--- src/rtl/uart_rx_fifo_if.sv ---
// Receive-FIFO bus: UART writer side, consumer read side, error status and clear.
interface uart_rx_fifo_if #(
    parameter int DATA_W = 8,
    parameter int ADDR_W = 4,
    parameter int CNT_W  = 8
);
    logic              wr_i;
    logic              wr_rdy_o;
    logic [DATA_W-1:0] wr_data_i;
    logic              line_err_i;
    logic              wr_err_i;
    logic              rd_i;
    logic              rd_rdy_o;
    logic [DATA_W-1:0] rd_data_o;
    logic [ADDR_W:0]   level_o;
    logic              err_clr_i;
    logic              line_err_o;
    logic              ovf_o;
    logic [CNT_W-1:0]  err_cnt_o;

    modport slave (
        input  wr_i, wr_data_i, line_err_i, wr_err_i, rd_i, err_clr_i,
        output wr_rdy_o, rd_rdy_o, rd_data_o, level_o, line_err_o, ovf_o, err_cnt_o
    );

    modport master (
        output wr_i, wr_data_i, line_err_i, wr_err_i, rd_i, err_clr_i,
        input  wr_rdy_o, rd_rdy_o, rd_data_o, level_o, line_err_o, ovf_o, err_cnt_o
    );
endinterface

--- src/rtl/uart_rx_fifo.sv ---
// UART receive FIFO, first-word-fall-through (write visible next cycle); full drops writes and
// flags overflow, empty ignores reads. Sticky line/overflow flags plus a saturating error counter.
module uart_rx_fifo #(
    parameter int DATA_W = 8,
    parameter int ADDR_W = 4,
    parameter int CNT_W  = 8
) (
    input  logic           clk_i,
    input  logic           rst_i,
    uart_rx_fifo_if.slave  bus
);
    localparam int DEPTH = 1 << ADDR_W;
    localparam logic [ADDR_W:0]  DEPTH_L = (ADDR_W + 1)'(DEPTH);
    localparam logic [CNT_W-1:0] CNT_MAX = '1;

    logic [DATA_W-1:0] mem [DEPTH];
    logic [ADDR_W:0]   wr_ptr;
    logic [ADDR_W:0]   rd_ptr;
    logic [ADDR_W:0]   level;
    logic              full;
    logic              empty;
    logic              wr_acc;
    logic              rd_acc;
    logic              ovf_evt;
    logic              err_evt;
    logic              line_err_q;
    logic              ovf_q;
    logic [CNT_W-1:0]  err_cnt_q;

    assign level   = wr_ptr - rd_ptr;
    assign full    = (level == DEPTH_L);
    assign empty   = (level == '0);
    assign wr_acc  = bus.wr_i && !full;
    assign rd_acc  = bus.rd_i && !empty;
    assign ovf_evt = (bus.wr_i && full) || bus.wr_err_i;
    assign err_evt = ovf_evt || bus.line_err_i;

    assign bus.wr_rdy_o   = !full;
    assign bus.rd_rdy_o   = !empty;
    assign bus.rd_data_o  = mem[rd_ptr[ADDR_W-1:0]];
    assign bus.level_o    = level;
    assign bus.line_err_o = line_err_q;
    assign bus.ovf_o      = ovf_q;
    assign bus.err_cnt_o  = err_cnt_q;

    always_ff @(posedge clk_i or posedge rst_i) begin
        if (rst_i) begin
            for (int i = 0; i < DEPTH; i++) begin
                mem[i] <= '0;
            end
        end else if (wr_acc) begin
            mem[wr_ptr[ADDR_W-1:0]] <= bus.wr_data_i;
        end
    end

    always_ff @(posedge clk_i or posedge rst_i) begin
        if (rst_i) begin
            wr_ptr <= '0;
            rd_ptr <= '0;
        end else begin
            if (wr_acc) wr_ptr <= wr_ptr + 1'b1;
            if (rd_acc) rd_ptr <= rd_ptr + 1'b1;
        end
    end

    // A same-cycle error event beats the clear, so the counter restarts at 1.
    always_ff @(posedge clk_i or posedge rst_i) begin
        if (rst_i) begin
            line_err_q <= 1'b0;
            ovf_q      <= 1'b0;
            err_cnt_q  <= '0;
        end else begin
            if (bus.line_err_i)     line_err_q <= 1'b1;
            else if (bus.err_clr_i) line_err_q <= 1'b0;

            if (ovf_evt)            ovf_q <= 1'b1;
            else if (bus.err_clr_i) ovf_q <= 1'b0;

            if (bus.err_clr_i)                      err_cnt_q <= err_evt ? CNT_W'(1) : '0;
            else if (err_evt && err_cnt_q != CNT_MAX) err_cnt_q <= err_cnt_q + 1'b1;
        end
    end
endmodule

--- src/flat_wrapper.sv ---
// flat-port wrapper written by rule: the top's interface ports become plain ports
module uart_rx_fifo_flat 
#(
    parameter int DATA_W = 8,
    parameter int ADDR_W = 4,
    parameter int CNT_W  = 8
)
  (clk_i, rst_i, bus_wr_i, bus_wr_data_i, bus_line_err_i, bus_wr_err_i, bus_rd_i, bus_err_clr_i, bus_wr_rdy_o, bus_rd_rdy_o, bus_rd_data_o, bus_level_o, bus_line_err_o, bus_ovf_o, bus_err_cnt_o);
  uart_rx_fifo_if #(.DATA_W(DATA_W), .ADDR_W(ADDR_W), .CNT_W(CNT_W)) bus_i ();
  input  logic clk_i;
  input  logic rst_i;
  input wire logic [$bits(bus_i.wr_i)-1:0] bus_wr_i;
  input wire logic [$bits(bus_i.wr_data_i)-1:0] bus_wr_data_i;
  input wire logic [$bits(bus_i.line_err_i)-1:0] bus_line_err_i;
  input wire logic [$bits(bus_i.wr_err_i)-1:0] bus_wr_err_i;
  input wire logic [$bits(bus_i.rd_i)-1:0] bus_rd_i;
  input wire logic [$bits(bus_i.err_clr_i)-1:0] bus_err_clr_i;
  output wire logic [$bits(bus_i.wr_rdy_o)-1:0] bus_wr_rdy_o;
  output wire logic [$bits(bus_i.rd_rdy_o)-1:0] bus_rd_rdy_o;
  output wire logic [$bits(bus_i.rd_data_o)-1:0] bus_rd_data_o;
  output wire logic [$bits(bus_i.level_o)-1:0] bus_level_o;
  output wire logic [$bits(bus_i.line_err_o)-1:0] bus_line_err_o;
  output wire logic [$bits(bus_i.ovf_o)-1:0] bus_ovf_o;
  output wire logic [$bits(bus_i.err_cnt_o)-1:0] bus_err_cnt_o;
  assign bus_i.wr_i = bus_wr_i;
  assign bus_i.wr_data_i = bus_wr_data_i;
  assign bus_i.line_err_i = bus_line_err_i;
  assign bus_i.wr_err_i = bus_wr_err_i;
  assign bus_i.rd_i = bus_rd_i;
  assign bus_i.err_clr_i = bus_err_clr_i;
  assign bus_wr_rdy_o = bus_i.wr_rdy_o;
  assign bus_rd_rdy_o = bus_i.rd_rdy_o;
  assign bus_rd_data_o = bus_i.rd_data_o;
  assign bus_level_o = bus_i.level_o;
  assign bus_line_err_o = bus_i.line_err_o;
  assign bus_ovf_o = bus_i.ovf_o;
  assign bus_err_cnt_o = bus_i.err_cnt_o;
  uart_rx_fifo #(.DATA_W(DATA_W), .ADDR_W(ADDR_W), .CNT_W(CNT_W)) u_core (.clk_i(clk_i), .rst_i(rst_i), .bus(bus_i));
endmodule
--- config.mk ---
export PLATFORM = sky130hd
export DESIGN_NAME = uart_rx_fifo_flat
export DESIGN_NICKNAME = d
export VERILOG_FILES = /design/src/rtl/uart_rx_fifo_if.sv /design/src/rtl/uart_rx_fifo.sv /design/src/flat_wrapper.sv
export SDC_FILE = /design/constraint.sdc
export NUM_CORES = 1
export LEC_CHECK = 0
export ABC_CLOCK_PERIOD_IN_PS = 6500
export CAP_MARGIN = 20
export CORE_AREA = 2 2 130 132
export DETAILED_ROUTE_END_ITERATION = 7
export DIE_AREA = 0 0 132 134
export SYNTH_ARGS = -nofsm -noshare
export SYNTH_HDL_FRONTEND = slang
export SYNTH_SLANG_ARGS = --single-unit
--- constraint.sdc ---
create_clock -name clk_i -period 6.5 [get_ports clk_i]
set_input_delay 1.95 -clock clk_i [delete_from_list [all_inputs] [get_ports clk_i]]
set_output_delay 1.95 -clock clk_i [all_outputs]
set_load 0.01 [all_outputs]
==> impl_metrics.yaml, run 1 <==
power:
  seqPwrFrac: 0.347
  power_frac_comb: 0.435
  switching_share: 0.3209
  intPower_mw: 3.159
  leakagePower_nw: 3.682
  fin_total_pwr_mw: 4.651
  pwr-share-clk: 0.218
  power_density_nw_per_um2: 550.7
  vdd_ir_drop_max_mv: 0.3316
  p_sw_mw: 1.492
critical_path:
  startpoint_type: "flip-flop"
  critical_path.top_delay_family: "flip-flops"
  cp-end-kind: "output pin"
  r2r_slack_ns: 2.48
  reg2regPathDepth: 7
  r2r-end: "u_core.mem[3]"
  crit_arrival_ns: 3.32
  crit_path_top_delay_cell: "dfrtp_1"
  critical_path_class: "flip-flop to output pin"
  critical-path-max-stage-delay_ns: 0.86
  critPathBufInv: 1
  crit_required_ns: 4.55
  crit_path_max_fanout: 13
  path_cells: "ha_1 -> a21oi_1 -> o21ai_1 -> xor2_1 -> or4_2 -> clkdlybuf4s50_1"
  timing.rr.start: "u_core.wr_ptr[2]"
yosys:
  synth_xor_xnor_area_share: 0.01660
  synth_cell_type_count: 49
  netlist_area_um2: 7236
  synth_edf_count: 0
  synth_nets: 481
  avgSynthCellArea_um2: 15.90
  synth_compound_area_frac: 0.02300
  yosysSeqAreaShare: 0.5118
  muxShareOfSynthArea: 0.3372
  yosysTopAreaCell: "dfrtp_1"
  ys.warnings.count: 0
  synth_top_area_frac: 0.5118
  syn-instance-count: 455
  synth_top_family_by_area: "multiplexers"
  synthTopCellsByArea: "dfrtp_1, mux2_2, mux4_2, mux2_4, ha_1"
  ys_ff_latch: 148
  synth-simple-area-share: 0.06865
  async_flop_share: 1.000
  synth_fa_ha_area_frac: 0.02006
  synth_flop_cell: "dfrtp_1"
layout:
  fillers: 1363
  syn_to_final_growth_pct: 16.72
  drive_gt1_frac: 0.4504
  final_net_count: 518
grt:
  grt_max_degree: 112
  grt-ovfl-total: 0
  grt_pass1_vias: 4245
  grt_first_pass_wirelength_um: 25160
  track_usage: 0.1900
  antenna_found_initial: 1
sta:
  finalCriticalPeriod_ns: 5.270
  finalSetupViolations: 0
  tightest_slew_ns: 1.072
  fmax_mhz: 189.8
  finalHoldViolations: 0
  slew_violations: 0
  skew_ns: 0.007989
  setup_tns_ns: 0
  slew_headroom: 0.2837
  min_period_over_period: 0.8107
  setup_ws_ns: 1.230
  rsz0062_at_grt: "no"
clocking:
  cts_buffers: 17
  cts_buffer_depth: 2
  cts.clk_slew.worst_paths_ns: 0.06
  cts_setup_buffers: 0
  clock_latency_ns: 0.42
  cts_tree: "built"
  htreeDepth: 4
  ctsHoldBuffers: 0
  cts_root_buffer: "clkbuf_16"
  cts.sinks: 148
  cts_resized: 0
flow_run:
  maxCapViolations: 0
route:
  drtAntennaViolNets: 0
  drcViolationCount: 0
  wl_per_cell_um: 21.37
  num_vias: 4077
  drtIter0Drc: 251
  drt-vias-per-instance: 5.623
  dr.pass1.iters: 4
  wl_um: 15500
floorplanning:
  core_area_um2: 16290
  dieArea_um2: 17690
  chipHeight_um: 134
  die_w_um: 132
  ioPinCount: 40
  start_util: 0.4442
  rows: 47
worst_hold_path:
  hold_class: "flip-flop to flip-flop"
  min_from: "u_core.bus.line_err_o"
  hold_end: "u_core.bus.line_err_o"
  hold_path_depth: 1
placement:
  place_hpwl_um: 9652
  io_buffers: 39
  place.gp.congestion: 0.7425
  place_ws_ns: 1.662
run_status:
  outcome: "completed"
-- synthesized netlist by cell type, types with 4 or more instances --
| cell | n |
|---|---|
| mux2_4 | 17 |
| mux2_2 | 110 |
| and3_1 | 4 |
| mux2_1 | 4 |
| ha_1 | 10 |
| xnor2_1 | 7 |
| mux4_2 | 40 |
| nand2_1 | 8 |
| nor2_1 | 5 |
| nand3_2 | 5 |
| nand3_1 | 7 |
| buf_2 | 4 |
| clkbuf_1 | 16 |
| nand4b_4 | 4 |
| a21oi_1 | 6 |
| dfrtp_1 | 148 |
| nor3_1 | 4 |
| inv_1 | 9 |
-- layout by cell type (no fill, tap or decap), drive strengths merged, types with 2 or more instances in the layout --
cell type | synthesis | final
a21oi | 7 | 7
and3 | 4 | 4
buf | 9 | 4
bufinv | 0 | 3
clkbuf | 16 | 23
clkdlybuf4s50 | 0 | 39
clkinv | 0 | 3
clkinvlp | 0 | 2
dfrtp | 148 | 148
ha | 10 | 10
inv | 10 | 10
mux2 | 131 | 131
mux4 | 40 | 40
nand2 | 8 | 8
nand3 | 15 | 15
nand4 | 7 | 7
nand4b | 4 | 4
nor2 | 5 | 5
nor2b | 3 | 3
nor3 | 4 | 4
o21ai | 4 | 4
o31ai | 2 | 2
or4 | 3 | 3
xnor2 | 9 | 9
xor2 | 3 | 3
-- routing by layer --
metal  wire length (um)  vias to the layer above  GRT usage
li1                   -                     1800          -
met1               7168                     2176     0.2628
met2               7529                       77     0.2972
met3                464                       24    0.03930
met4                332                        0    0.07367
met5                  0                        -          0
-- worst max-delay path by stage --
stage | from | end | slack, ns | cells after the start
after global routing | u_core.wr_ptr[2] | bus_rd_rdy_o | 1.09 | 6
after global placement | u_core.wr_ptr[2] | bus_rd_rdy_o | 1.70 | 6
after CTS | u_core.wr_ptr[2] | bus_rd_rdy_o | 1.20 | 6
final | u_core.wr_ptr[2] | bus_rd_rdy_o | 1.23 | 6
after detailed placement | u_core.wr_ptr[2] | bus_rd_rdy_o | 1.66 | 6
after floorplan | rst_i | u_core.bus.err_cnt_o[0] | 0.57 | 1
-- per-stage QoR --
stage                     utilization  instance area (um^2)  hold slack (ns)  std cells
after floorplan                     -                  7236           0.4589        455
final                          0.5185                  8446           0.4831        725
after CTS                      0.5166                  8416           0.4861        723
after global routing           0.5185                  8446           0.4963        725
after detailed placement       0.4791                  7804           0.4734        692
after global placement         0.4791                  7804           0.4611        692
-- flip-flops by register name (all words and copies together) (netlist names) --
name                   flops
u_core.bus.err_cnt_o       8
u_core.bus.ovf_o           1
u_core.rd_ptr              5
u_core.mem               128
u_core.bus.line_err_o      1
u_core.wr_ptr              5
-- kinds of logic after synthesis --
kind of cell               after synthesis
and+or+nand+nor                         57
xor gates and xnor gates                12
adders and majority gates               11
muxes                                  171
AOI/OAI and AO/OA                       21
buffers and inverters                   35
DFF                                    148
-- area by class of cell --
type	count	area [um^2]	area share
clock inverters	8	123.9	0.01467
flip-flops and latches	148	3705	0.4387
clock buffers	23	488.0	0.05778
repair buffers	43	440.4	0.05215
diodes	1	2.502	0.0002963
inverters	10	42.54	0.005037
multi-input cells	272	3368	0.3988
well taps	220	275.3	0.03259
-- power by group through the flow --
stage	logic [mW]	registers, mW	clock network [mW]
2_1_floorplan	1.54	1.50	0
3_3_place_gp	2.01	1.59	0
3_5_place_dp	2.05	1.63	0
4_1_cts	2.06	1.61	1.03
5_1_grt	2.19	1.67	1.08
6_report	2.02	1.61	1.01
Power figures use the tool's default switching activity.
==> run 2, diff against run 1 <==
- ABC_CLOCK_PERIOD_IN_PS: 6500 -> 4550
- clock period: 6.5 -> 4.55 ns (I/O delays scaled with it)
==> run 2 against run 1 <==
Effect of this change: register-to-register slack worse by 1.6 ns; via count decreased by 0.22%; combinational power increased by 52%; wire length rose by 1.9%; sequential power grew 39%; first-iteration DRC count is 26% lower; die area stayed put; total power grew 47%; highest routed layer unchanged.
==> impl_metrics.yaml, run 2 (synthesis gave the netlist of run 1 again) <==
floorplanning:
  ioPinCount: 40
  rows: 47
  dieArea_um2: 17690
  chipHeight_um: 134
  core_area_um2: 16290
  start_util: 0.4442
  die_w_um: 132
power:
  fin_total_pwr_mw: 6.822
  leakagePower_nw: 3.740
  power_density_nw_per_um2: 794.9
  vdd_ir_drop_max_mv: 0.5186
route:
  num_vias: 4068
  drtAntennaViolNets: 0
  drt-vias-per-instance: 5.535
  wl_per_cell_um: 21.48
  drtIter0Drc: 186
  wl_um: 15790
  dr.pass1.iters: 4
  drcViolationCount: 0
run_status:
  outcome: "completed"
grt:
  track_usage: 0.1934
  grt-ovfl-total: 0
  grt_pass1_vias: 4322
  antenna_found_initial: 1
  grt_max_degree: 61
  grt_first_pass_wirelength_um: 25280
worst_hold_path:
  hold_path_depth: 1
  hold_class: "flip-flop to flip-flop"
sta:
  slew_headroom: 0.4655
  skew_ns: 0.007209
  setup_tns_ns: 0
  rsz0062_at_grt: "no"
  finalSetupViolations: 0
  finalHoldViolations: 0
  tightest_slew_ns: 0.7997
  min_period_over_period: 0.9624
  slew_violations: 0
  finalCriticalPeriod_ns: 4.379
  fmax_mhz: 228.4
placement:
  place_hpwl_um: 10030
  io_buffers: 39
  place.gp.congestion: 0.7587
critical_path:
  critical_path_class: "flip-flop to output pin"
  critical-path-max-stage-delay_ns: 0.63
  crit_path_max_fanout: 35
  r2r_slack_ns: 0.92
  crit_required_ns: 3.18
  cp-end-kind: "output pin"
  reg2regPathDepth: 9
  startpoint_type: "flip-flop"
  crit_path_frequent_cell: "mux4_2"
  crit_arrival_ns: 3.01
  path_cells: "buf_4 -> mux4_2 -> mux4_2 -> clkdlybuf4s50_1"
  crit_path_top_delay_cell: "mux4_2"
clocking:
  cts_tree: "built"
  cts_buffer_depth: 2
  clock_latency_ns: 0.42
  cts_root_buffer: "clkbuf_16"
  cts_buffers: 17
  cts.sinks: 148
  cts.clk_slew.worst_paths_ns: 0.06
  htreeDepth: 4
layout:
  syn_to_final_growth_pct: 18.62
  drive_gt1_frac: 0.4630
  largest_register: "u_core.mem"
  most-common-layout-cells: "dfrtp_1, mux2_2, mux4_2"
  final_net_count: 527
  largest_reg_flops: 128
  final_common_cell: "dfrtp_1"
flow_run:
  maxCapViolations: 0
==> run 2: cell count changes in the layout (fill, tap and decap cells not counted), sizes merged <==
cell,previous run,this run
clkinvlp,2,4
buf,4,13
bufinv,3,4
clkdlybuf4s50,39,38
clkbuf,23,21
dlymetal6s2s,0,1
==> run 2: final cells by class <==
| cell class | count | area, um^2 |
|---|---|---|
| sequential | 148 | 3705 |
| clock buffer | 21 | 470.5 |
| multi-input combinational | 272 | 3387 |
| timing repair buffer | 52 | 528.0 |
| tap | 220 | 275.3 |
| clock inverter | 11 | 173.9 |
| antenna | 1 | 2.502 |
| fill | 1383 | 7706 |
| inverter | 10 | 41.29 |
==> run 2: path summary, 6_finish.rpt <==
path / start / endpoint
worst min-delay path: u_core.bus.line_err_o / u_core.bus.line_err_o
worst max-delay path: u_core.rd_ptr[0] / bus_rd_data_o[4]
worst max register to register: u_core.wr_ptr[0] / u_core.mem[0]
min in group asynchronous: rst_i / u_core.bus.err_cnt_o[5]
max in group asynchronous: rst_i / u_core.mem[84]
worst min register to register: u_core.bus.line_err_o / u_core.bus.line_err_o
==> run 2: metrics by stage <==
step                  util  hold WS (ns)  std cells  cell area (um^2)  worst slack, ns
detailed placement  0.4842        0.4699        700              7888           0.4404
floorplan                -        0.4589        455              7239           0.7322
CTS                 0.5249        0.4840        732              8551        0.0006701
finish              0.5269        0.4827        735              8583           0.1710
global route        0.5269        0.5009        735              8583          0.01657
global placement    0.4842        0.4612        700              7888           0.5295
==> run 2: metal layers <==
layer | track usage | up-vias | part of all wire
li1 | - | 1812 | -
met1 | 0.2579 | 2166 | 0.46
met2 | 0.3151 | 69 | 0.50
met3 | 0.04762 | 21 | 0.032
met4 | 0.05978 | 0 | 0.018
met5 | 0 | - | 0
==> run 2: what timing repair did <==
action | in CTS | in global routing
gates resized for setup | 2 | 1
cloned | 0 | 0
buffers inserted | 0 | 1
setup endpoints to repair | 1 | 1
hold buffers | 0 | 0
pin swaps | 0 | 0
==> run 2: report_power, final <==
part	leakage, nW	switching, mW	internal (mW)
logic	1.60	1.33	1.74
clock network	0.306	0.551	0.964
registers	1.83	0.315	1.92
total	3.74	2.20	4.63
==> run 2: worst max-delay path, delay by kind of cell (launching register included) <==
kind | cells | cell delay, ns
muxes | 2 | 1.12
buffers and inverters | 2 | 1.08
DFF | 1 | 0.37
